===== src/rtl/sram_like_arbiter.sv =====
// Two-master arbiter sharing one sram-like bus between instruction fetch and data access.
// One transaction outstanding; grant held from address acceptance until data return.
module sram_like_arbiter #(
  parameter bit DATA_FIRST = 1'b1
) (
  input  logic        clk,
  input  logic        rst,
  input  logic        inst_req,
  input  logic [31:0] inst_addr,
  output logic        inst_addr_ok,
  output logic        inst_data_ok,
  output logic [31:0] inst_rdata,
  input  logic        data_req,
  input  logic        data_wr,
  input  logic [1:0]  data_size,
  input  logic [31:0] data_addr,
  input  logic [31:0] data_wdata,
  output logic        data_addr_ok,
  output logic        data_data_ok,
  output logic [31:0] data_rdata,
  output logic        bus_req,
  output logic        bus_wr,
  output logic [1:0]  bus_size,
  output logic [31:0] bus_addr,
  output logic [31:0] bus_wdata,
  input  logic        bus_addr_ok,
  input  logic        bus_data_ok,
  input  logic [31:0] bus_rdata
);

  typedef enum logic [2:0] {
    IDLE   = 3'd0,
    REQ_I  = 3'd1,
    REQ_D  = 3'd2,
    WAIT_I = 3'd3,
    WAIT_D = 3'd4
  } state_e;

  state_e state_q, state_d;
  logic   sel_data;
  logic   issue;

  always_comb begin
    sel_data = 1'b0;
    issue    = 1'b0;
    state_d  = state_q;
    case (state_q)
      IDLE: begin
        sel_data = data_req & (DATA_FIRST | ~inst_req);
        issue    = inst_req | data_req;
        if (issue) begin
          if (bus_addr_ok) state_d = sel_data ? WAIT_D : WAIT_I;
          else             state_d = sel_data ? REQ_D  : REQ_I;
        end
      end
      // A dropped request (pipeline flush) releases the grant before acceptance.
      REQ_I: begin
        issue = inst_req;
        if (!inst_req)        state_d = IDLE;
        else if (bus_addr_ok) state_d = WAIT_I;
      end
      REQ_D: begin
        sel_data = 1'b1;
        issue    = data_req;
        if (!data_req)        state_d = IDLE;
        else if (bus_addr_ok) state_d = WAIT_D;
      end
      WAIT_I: begin
        if (bus_data_ok) state_d = IDLE;
      end
      WAIT_D: begin
        sel_data = 1'b1;
        if (bus_data_ok) state_d = IDLE;
      end
      default: state_d = IDLE;
    endcase
  end

  always_ff @(posedge clk) begin
    if (rst) state_q <= IDLE;
    else     state_q <= state_d;
  end

  assign bus_req   = issue;
  assign bus_wr    = sel_data & data_wr;
  assign bus_size  = sel_data ? data_size  : 2'd2;
  assign bus_addr  = sel_data ? data_addr  : inst_addr;
  assign bus_wdata = sel_data ? data_wdata : 32'd0;

  // issue is only ever set in IDLE/REQ, so addr_ok can never fire during WAIT.
  assign inst_addr_ok = issue & ~sel_data & bus_addr_ok;
  assign data_addr_ok = issue &  sel_data & bus_addr_ok;
  assign inst_data_ok = (state_q == WAIT_I) & bus_data_ok;
  assign data_data_ok = (state_q == WAIT_D) & bus_data_ok;
  assign inst_rdata   = bus_rdata;
  assign data_rdata   = bus_rdata;

endmodule


===== config.mk =====
export PLATFORM = sky130hd
export DESIGN_NAME = sram_like_arbiter
export DESIGN_NICKNAME = d
export VERILOG_FILES = /design/src/rtl/sram_like_arbiter.sv
export SDC_FILE = /design/constraint.sdc
export NUM_CORES = 1
export LEC_CHECK = 0
export BUFFER_PORTS_ARGS = -buffer_cell sky130_fd_sc_hd__buf_2
export CELL_PAD_IN_SITES_DETAIL_PLACEMENT = 0
export CELL_PAD_IN_SITES_GLOBAL_PLACEMENT = 1
export CORE_AREA = 2 2 105 107
export DETAILED_ROUTE_END_ITERATION = 8
export DIE_AREA = 0 0 107 109
export GPL_TIMING_DRIVEN = 0
export PLACE_DENSITY = 0.85
export SETUP_SLACK_MARGIN = 0.02
export SYNTH_ARGS = -nofsm -noshare
export SYNTH_HDL_FRONTEND = slang
export SYNTH_SLANG_ARGS = --single-unit

===== constraint.sdc =====
create_clock -name clk -period 4.2 [get_ports clk]
set_input_delay 1.26 -clock clk [delete_from_list [all_inputs] [get_ports clk]]
set_output_delay 1.26 -clock clk [all_outputs]
set_load 0.05 [all_outputs]

; After elaboration in Yosys (flattened, before gate mapping)
; Cells that the tools add are included.
[classes]
eq_ne = 8
mux = 15
bitwise = 9
n_reduce_logical = 4
[op_table]
columns = operator, n
row1 = $mux 32, 2
row2 = $mux 3, 8
row3 = $pmux 3 s4, 1
row4 = $and 1x1->1, 7
row5 = $eq 3x2->1 const B, 2
row6 = $ne 3x3->1 const B, 2
row7 = $mux 2, 2
row8 = $reduce_and 4->1, 1
row9 = $reduce_or 2->1, 2
row10 = $eq 3x1->1 const B, 1
row11 = $eq 3x3->1 const B, 1
row12 = $logic_not 3->1, 1
row13 = $pmux 1 s3, 1
row14 = $ne 2x1->1 const B, 1
row15 = $ne 2x2->1 const B, 1
row16 = $pmux 1 s2, 1
row17 = $not 1->1, 1
row18 = $or 1x1->1, 1
[word_totals]
register_bits = 3
input_bits = 137
output_inout_bits = 136
elab_cells = 37

; Depth between registers and ports, before layout
; Gate-level depths: netlist (run 1).
[depth]
ltp_word = 6
depth_mapped = 6
depth_no_buf = 6

; Least setup slack after synthesis (run 1)
; No wires, ideal clock.
[synth_path]
path_type = input to output
startpoint = input inst_req
endpoint = output inst_addr_ok
t_arrival_ps = 2960
t_required_ps = 2940
setup_slack_ps = -20
stages = 4
n_path_buf = 0
cell_sequence = nand2b_1 a21oi_1 nand2_1 nor2_1
[synth_between]
elab_chain_len = 4
[synth_lines]
columns = item, line_no
row1 = from (decl), 8  ; input logic inst_req,
row2 = $or 1x1->1, 50  ; issue = inst_req | data_req;
row3 = $pmux 1 s3 (*), 47  ; case (state_q)
row4 = via bus_req, 21  ; output logic bus_req,
row5 = $and 1x1->1 (*) (2 in a row), 91  ; assign inst_addr_ok = issue & ~sel_data & bus_addr_ok;
row6 = to (decl), 10  ; output logic inst_addr_ok,
; Mark *: on every way through the listed nets, which the timed path passes. The rest lies on a longest branch.

; Worst setup path after layout (run 1)
[layout_path]
startpoint = input data_req
endpoint = output bus_addr[24]
[layout_between]
elab_chain_len = 2
[layout_lines]
columns = item, line_no
row1 = from (decl), 13  ; input logic data_req,
row2 = $pmux 1 s2, 47
row3 = $mux 32, 87  ; assign bus_addr = sel_data ? data_addr : inst_addr;
row4 = to (decl), 24  ; output logic [31:0] bus_addr,
; Every way passes these cells.

==> results.yml, run 1 <==
logic_synthesis:
  ys_top_cells_by_area: "buf_4 (31%), mux2_4 (31%), and2_1 (14%)"
  async_reset_ff_frac: 0
  synth_edf_count: 0
  ys_types: 28
  yosysSeqAreaShare: 0.0382
  synth_common_cells: "buf_4 (64), and2_1 (34), mux2_4 (32)"
  yosysMostFrequentCell: "buf_4"
  netlist_area_sq_um: 1570
  ys_ff_latch: 3
  synth_area_leader_cell: "buf_4"
  synth_cells: 182
  synthFlopType: "dfxtp_1"
  yosysWarningCount: 0
  synth_fp_nets: 321
  synth_top_area_frac: 0.306
  synth_area_per_cell_sq_um: 8.63
power_and_ir_drop:
  p_comb_frac: 0.885
  ir_drop_v: 0.000156
  powerDensity_nw_per_um2: 344
  p_leak_nw: 1.84
  p_clk_frac: 0.081
  p_int_uw: 389
  switching_share: 0.622
  share_seq_of_total_power: 0.033
  power_switching_uw: 641
layout:
  area_growth_pct: 90.8
  final_layout_size_suffix_gt1_frac: 0.822
  multi_input_area_sq_um: 938
  nFillCells: 1124
  largest_register_ffs: 3
  reg_top3: "state_q: 3 flops"
  final_nets: 566
  antennaDiodeCount: 0
  regArea_sq_um: 60.1
  regMostFlops: "state_q"
cts:
  clk_pin_slew_ns: 0.03
  cts_root_buf: "clkbuf_8"
  numCtsBuffers: 3
  cts_hold_buf: 0
  cts_setup_buffers: 0
  cts.sinks: 3
  ctsResizeCount: 0
  cts_buffer_depth: 2
  clock_latency_ns: 0.22
  htree_levels: 1
  cts_tree: "built"
hold_path:
  hp-class: "flip-flop to flip-flop"
  min_path_cells: 3
global_route:
  grt_usage: 0.103
  grt_overflow_total: 0
  grt_max_degree: 11
  grt_pass1_wl_microns: 9320
  grt_pass1_vias: 1791
  antenna_found_initial: 1
critical_path:
  rr_worst_depth: 5
  critical_path_class: "primary input to output port"
  cp_slowest_cell: "mux2_4"
  path_cells: "buf_2, o21a_4, buf_6, mux2_4, buf_2"
  arrival_ns: 2.44
  cp_max_fo: 10
  slowest_delay_ns: 0.33
  cp.required_ns: 2.94
  critPathLaunchType: "primary input"
  endpoint_kind: "output port"
  crit_path_frequent_cell: "buf_2"
route:
  post_drt_via_cell_ratio: 3.66
  drcViolationCount: 0
  via_count: 2070
  drt_wl_total_microns: 7090
  wl_per_cell_microns: 12.5
  drt_pass1_iterations: 5
  drt_first_iter_violations: 48
  final_antenna_net_count: 0
outcome:
  outcome: "completed"
sta:
  clock_skew_ns: 0.00184
  setup_tns_ns: 0
  fin_crit_sh: 0.881
  period_needed_ns: 3.70
  drv_slew: 0
  final-hold-violation-count: 0
  clock.fmax_mhz: 270
  setup_viol: 0
  hold-worst-slack_ns: 0.575
  maxSlewHeadroom: 0.762
  tightest_slew_ns: 0.357
  rsz0062_at_grt: "false"
floorplan:
  row_count: 38
  core_area_sq_um: 10600
  die_h_microns: 109
  io_pins: 273
  dieWidth_microns: 107
  start_util: 0.148
  die-area_sq_um: 11700
run:
  maxCapViolCount: 0
place:
  gp_congestion: 0.752
  dpl.hpwl_microns: 6490
  port_buffers: 240
power groups by stage:
stage	logic, mW	clock network [mW]	registers (mW)
2_1_floorplan	0.721	0	0.0340
3_3_place_gp	0.912	0	0.0344
3_5_place_dp	0.918	0	0.0345
4_1_cts	0.920	0.0851	0.0342
5_1_grt	0.955	0.0860	0.0346
6_report	0.912	0.0839	0.0343
layout make-up:
type	count	share of cell area
plain buffers	74	0.188
clock buffers	4	0.0150
inverters	3	0.00376
multi-input cells	102	0.313
flip-flops and latches	3	0.0201
well taps	140	0.0585
repair buffers	240	0.401
stage by stage:
step	cell area [sq um]	std cells	util	worst slack, ns	power, mW
2_1_floorplan	1570	182	-	0.147	0.755
3_3_place_gp	2950	562	0.278	0.517	0.946
3_5_place_dp	2950	562	0.278	0.510	0.953
4_1_cts	3000	566	0.283	0.502	1.04
5_1_grt	3000	566	0.283	0.432	1.08
6_report	3000	566	0.283	0.502	1.03
cell usage in the layout, fill, tap and decap left out, types with 3 or more instances in the layout:
cell type	netlist	layout
clkbuf_1	3	4
nand2b_1	3	3
a21oi_1	4	3
buf_4	64	64
buf_6	6	6
nand2_1	5	5
buf_2	1	241
mux2_4	32	32
dfxtp_1	3	3
and2_1	34	34
inv_1	3	3
clkbuf_8	0	3
routing by layer:
metal / GRT usage / up-vias / part of all wire
met3: 0.0191 / 10 / 0.099
met1: 0.132 / 899 / 0.40
met2: 0.180 / 137 / 0.49
met5: 0 / - / 0.0014
met4: 0.0213 / 2 / 0.0099
li1: - / 1022 / -
cells by family (layout without fill, tap and decap cells):
group,Yosys count,after routing,share of synthesized area
AO/OA/AOI/OAI,11,11,0.0510
flip-flops,3,3,0.0382
adder cells (fa/ha/maj),2,2,0.0159
AND/OR/NAND/NOR,57,57,0.222
buffers and inverters,77,321,0.367
multiplexers,32,32,0.306
critical path, delay by kind of cell:
family          cells  cell delay [ns]
mux                 1             0.33
buf+inv             3             0.58
compound gates      1             0.25
worst paths after layout:
check | from | slack, ns | endpoint
worst min-delay path | state_q[2] | 0.57 | state_q[2]
worst min register to register | state_q[2] | 0.57 | state_q[2]
worst max-delay path | data_req | 0.50 | bus_addr[24]
worst max register to register | state_q[0] | 2.71 | state_q[2]
(Power assumes the default switching activity.)
==> run 2, diff against run 1 <==
Settings changed: RECOVER_POWER from default to 25.
==> run 2 against run 1 <==
  * Clock power down 1%
  * Fmax down 4.0%
  * First-iteration DRC count up 27%
  * Total power down 0.50%
  * Largest cell class unchanged
  * Die area unchanged
  * Setup slack worse by 0.16 ns
  * Sequential cell count unchanged
  * Highest routed layer unchanged
  * Global-route usage unchanged
  * Clock skew down 0.00074 ns
  * Final area down 1.3%
  * Sequential share of layout area about the same
==> results.yml, run 2 (synthesis results as in run 1) <==
layout:
  final_layout_size_suffix_gt1_frac: 0.746
  final_cell_mix: "buf_2 (209), buf_4 (64), clkbuf_1 (36)"
  final_common_cell: "buf_2"
  regMostFlops: "state_q"
  reg_top3: "state_q: 3 flops"
  fin_cells: 566
  area_growth_pct: 88.2
  final_nets: 566
  nFillCells: 1138
  largest_register_ffs: 3
  antennaDiodeCount: 0
global_route:
  grt_pass1_vias: 1791
  grt_overflow_total: 0
  grt_pass1_wl_microns: 9320
  grt_max_degree: 11
  antenna_found_initial: 1
  grt_usage: 0.103
floorplan:
  dieWidth_microns: 107
  die-area_sq_um: 11700
  core_area_sq_um: 10600
  row_count: 38
  die_h_microns: 109
  io_pins: 273
  start_util: 0.148
cts:
  ctsResizeCount: 0
  htree_levels: 1
  cts_hold_buf: 0
  cts_tree: "built"
  clock_latency_ns: 0.21
  cts_buffer_depth: 2
  cts.sinks: 3
  numCtsBuffers: 3
  cts_setup_buffers: 0
  clk_pin_slew_ns: 0.03
  cts_root_buf: "clkbuf_8"
critical_path:
  endpoint_kind: "output port"
  critPathLaunchType: "primary input"
  cpLargestDelayFamily: "buffers and inverters"
  cp_max_fo: 10
  arrival_ns: 2.59
  slowest_delay_ns: 0.29
  cp.required_ns: 2.94
  crit_buf_inv: 3
  path_cells: "clkbuf_1, o21a_4, clkbuf_1, and2_1, buf_2"
  crit_path_frequent_cell: "clkbuf_1"
  cp_slowest_cell: "clkbuf_1"
  critical_path_class: "primary input to output port"
sta:
  final-hold-violation-count: 0
  setup_viol: 0
  clock.fmax_mhz: 259
  rsz0062_at_grt: "false"
  clock_skew_ns: 0.00110
  tightest_slew_ns: 0.603
  drv_slew: 0
  maxSlewHeadroom: 0.600
  setup_tns_ns: 0
  period_needed_ns: 3.85
  fin_crit_sh: 0.918
route:
  wl_per_cell_microns: 12.6
  drt_wl_total_microns: 7110
  post_drt_via_cell_ratio: 3.67
  via_count: 2076
  drt_pass1_iterations: 5
  drcViolationCount: 0
  final_antenna_net_count: 0
  drt_first_iter_violations: 61
run:
  maxCapViolCount: 0
power_and_ir_drop:
  p_int_uw: 384
  powerDensity_nw_per_um2: 347
  p_comb_frac: 0.886
  switching_share: 0.625
  share_seq_of_total_power: 0.033
  fin_total_pwr_mw: 1.03
  power_switching_uw: 641
  p_leak_nw: 1.75
  ir_drop_v: 0.000156
  p_clk_frac: 0.081
hold_path:
  hp-class: "flip-flop to flip-flop"
place:
  dpl.hpwl_microns: 6490
  dp.cells: 562
  gp_congestion: 0.752
  port_buffers: 240
outcome:
  outcome: "completed"
## run 2: worst reg2reg max path, stage by stage (launching register included)
cell and delay (ns):
dfxtp_1 0.30, buf_2 0.17, or3b_2 0.49, a21o_1 0.23, o2111ai_1 0.11, nand2_1 0.07
## run 2: path summary, 6_finish.rpt
path               from      endpoint  slack (ns)  cells past startpoint
max            data_req  bus_wdata[2]        0.35                      5
min          state_q[2]    state_q[2]        0.58                      3
max reg2reg  state_q[0]    state_q[2]        2.71                      5
min reg2reg  state_q[2]    state_q[2]        0.58                      3
## run 2: power by group through the flow
stage / clock network (mW) / logic (mW) / registers [mW]
global placement: 0 / 0.912 / 0.0344
global route: 0.0860 / 0.951 / 0.0346
detailed placement: 0 / 0.918 / 0.0345
floorplan: 0 / 0.721 / 0.0340
CTS: 0.0851 / 0.920 / 0.0342
finish: 0.0831 / 0.908 / 0.0342
## run 2: layout make-up
| type | instances | area [sq um] | area share |
|---|---|---|---|
| well taps | 140 | 175 | 0.0593 |
| multi-input cells | 102 | 938 | 0.318 |
| flip-flops and latches | 3 | 60.1 | 0.0203 |
| clock buffers | 4 | 45.0 | 0.0152 |
| repair buffers | 240 | 1160 | 0.393 |
| plain buffers | 74 | 564 | 0.191 |
| inverters | 3 | 11.3 | 0.00381 |
## run 2: through the flow
stage / util / setup slack [ns] / hold WS, ns / instance area (sq um)
after detailed placement: 0.278 / 0.510 / 0.572 / 2950
after floorplan: - / 0.147 / 0.556 / 1570
after CTS: 0.283 / 0.502 / 0.576 / 3000
after global routing: 0.279 / 0.269 / 0.591 / 2960
after global placement: 0.278 / 0.517 / 0.571 / 2950
final: 0.279 / 0.346 / 0.575 / 2960
## run 2: routing by layer
metal,GRT usage,wire length [microns]
met3,0.0191,657
met1,0.132,2900
met4,0.0213,48
met5,0,10
met2,0.180,3490
==> run 3, diff against run 2 <==
Settings changed: MAX_ROUTING_LAYER from default to met4.
==> run 3 against run 2 <==
  * Via count is 0.14% lower
  * Wire length is 0.56% lower
  * Cell count is 0.18% higher
  * Die area stayed put
  * Total power hardly changed
  * Register-to-register slack hardly changed
  * Core utilization hardly changed
  * First-iteration DRC count stayed put
  * Final area hardly changed
  * Non-clock buffer count stayed put
  * Sequential power hardly changed
  * Combinational power hardly changed
  * Critical path type unchanged
  * Largest power group unchanged
==> results.yml, run 3 (synthesis results as in run 1) <==
layout:
  area_growth_pct: 88.4
  reg_top3: "state_q: 3 flops"
  final_layout_size_suffix_gt1_frac: 0.746
  regArea_sq_um: 60.1
  regMostFlops: "state_q"
  largest_register_ffs: 3
  final_common_cell: "buf_2"
  nFillCells: 1139
  final_nets: 566
  final_cell_mix: "buf_2 (209), buf_4 (64), clkbuf_1 (36)"
  multi_input_area_sq_um: 938
critical_path:
  endpoint_kind: "output port"
  cp_max_fo: 10
  setup.worst_path.end: "bus_addr[24]"
  critPathLaunchType: "primary input"
  arrival_ns: 2.60
  cp.required_ns: 2.94
  reg2reg_to: "state_q[2]"
  cp-startpoint: "data_req"
  critical_path_class: "primary input to output port"
  r2r_start: "state_q[0]"
  rr_worst_depth: 5
  reg2reg_slack_ns: 2.72
sta:
  clock.fmax_mhz: 259
  final-hold-violation-count: 0
  maxSlewHeadroom: 0.600
  rsz0062_at_grt: "false"
  tightest_slew_ns: 0.603
  clock_skew_ns: 0.000586
  setup_viol: 0
  setup_tns_ns: 0
  drv_slew: 0
  fin_crit_sh: 0.919
  period_needed_ns: 3.86
hold_path:
  min_path_cells: 3
  hp-class: "flip-flop to flip-flop"
power_and_ir_drop:
  ir_drop_v: 0.000156
  p_leak_nw: 1.75
  fin_total_pwr_mw: 1.02
  powerDensity_nw_per_um2: 346
cts:
  cts_tree: "built"
  htree_levels: 1
  numCtsBuffers: 3
  cts_root_buf: "clkbuf_8"
  cts_hold_buf: 0
  cts_buffer_depth: 2
  clock_latency_ns: 0.21
  clk_pin_slew_ns: 0.03
  ctsResizeCount: 0
  cts_setup_buffers: 0
  cts.sinks: 3
place:
  gp_congestion: 0.762
  dpl.hpwl_microns: 6490
  port_buffers: 240
floorplan:
  start_util: 0.148
  die_h_microns: 109
  dieWidth_microns: 107
  core_area_sq_um: 10600
  row_count: 38
  die-area_sq_um: 11700
  io_pins: 273
route:
  final_antenna_net_count: 0
  drcViolationCount: 0
  via_count: 2073
  post_drt_via_cell_ratio: 3.66
  drt_wl_total_microns: 7070
  wl_per_cell_microns: 12.5
  drt_pass1_iterations: 4
  drt_first_iter_violations: 61
global_route:
  met1_usage: 0.134
  antenna_found_initial: 1
  grt_pass1_wl_microns: 9290
  grt_overflow_total: 0
  met2_usage: 0.180
  grt_usage: 0.106
  top_usage_layer: "met2"
  grt_pass1_vias: 1798
  grt_max_degree: 11
  met3_usage: 0.0155
run:
  maxCapViolCount: 0
outcome:
  outcome: "completed"
## run 3: stage by stage
step,setup slack [ns],utilization,instance area [sq um],instances,hold WS [ns]
final,0.338,0.279,2960,567,0.573
after floorplan,0.147,-,1570,182,0.556
after CTS,0.502,0.283,3000,566,0.576
after global placement,0.517,0.278,2950,562,0.571
after detailed placement,0.510,0.278,2950,562,0.572
after global routing,0.269,0.279,2960,567,0.591
## run 3: power breakdown
group,internal (mW),total [mW],leakage [nW],switching (mW)
combinational,0.287,0.907,1.71,0.620
clock,0.0647,0.0830,0.0228,0.0183
sequential,0.0320,0.0342,0.0246,0.00214
total,0.384,1.02,1.75,0.640
## run 3: final cells by class
cell class	count	area share
diodes	1	0.000846
clock buffers	4	0.0152
repair buffers	240	0.393
well taps	140	0.0592
plain buffers	74	0.191
multi-input cells	102	0.317
flip-flops and latches	3	0.0203
inverters	3	0.00381
## run 3: worst min-delay path by stage
stage | start | end | slack [ns]
finish | state_q[2] | state_q[2] | 0.57
global route | state_q[2] | state_q[2] | 0.59
CTS | state_q[2] | state_q[2] | 0.58
detailed placement | state_q[2] | state_q[2] | 0.57
global placement | state_q[2] | state_q[2] | 0.57
floorplan | state_q[2] | state_q[2] | 0.56
## run 3: layer usage
metal | wire length [microns] | up-vias
met5 | 0 | -
met3 | 694 | 9
met1 | 2870 | 898
met4 | 97 | 0
met2 | 3410 | 142
li1 | - | 1024
## run 3: worst max-delay path: stages
cell and delay, ns:
clkbuf_1 0.30, o21a_4 0.29, buf_6 0.20, mux2_4 0.32
buf_2 0.21
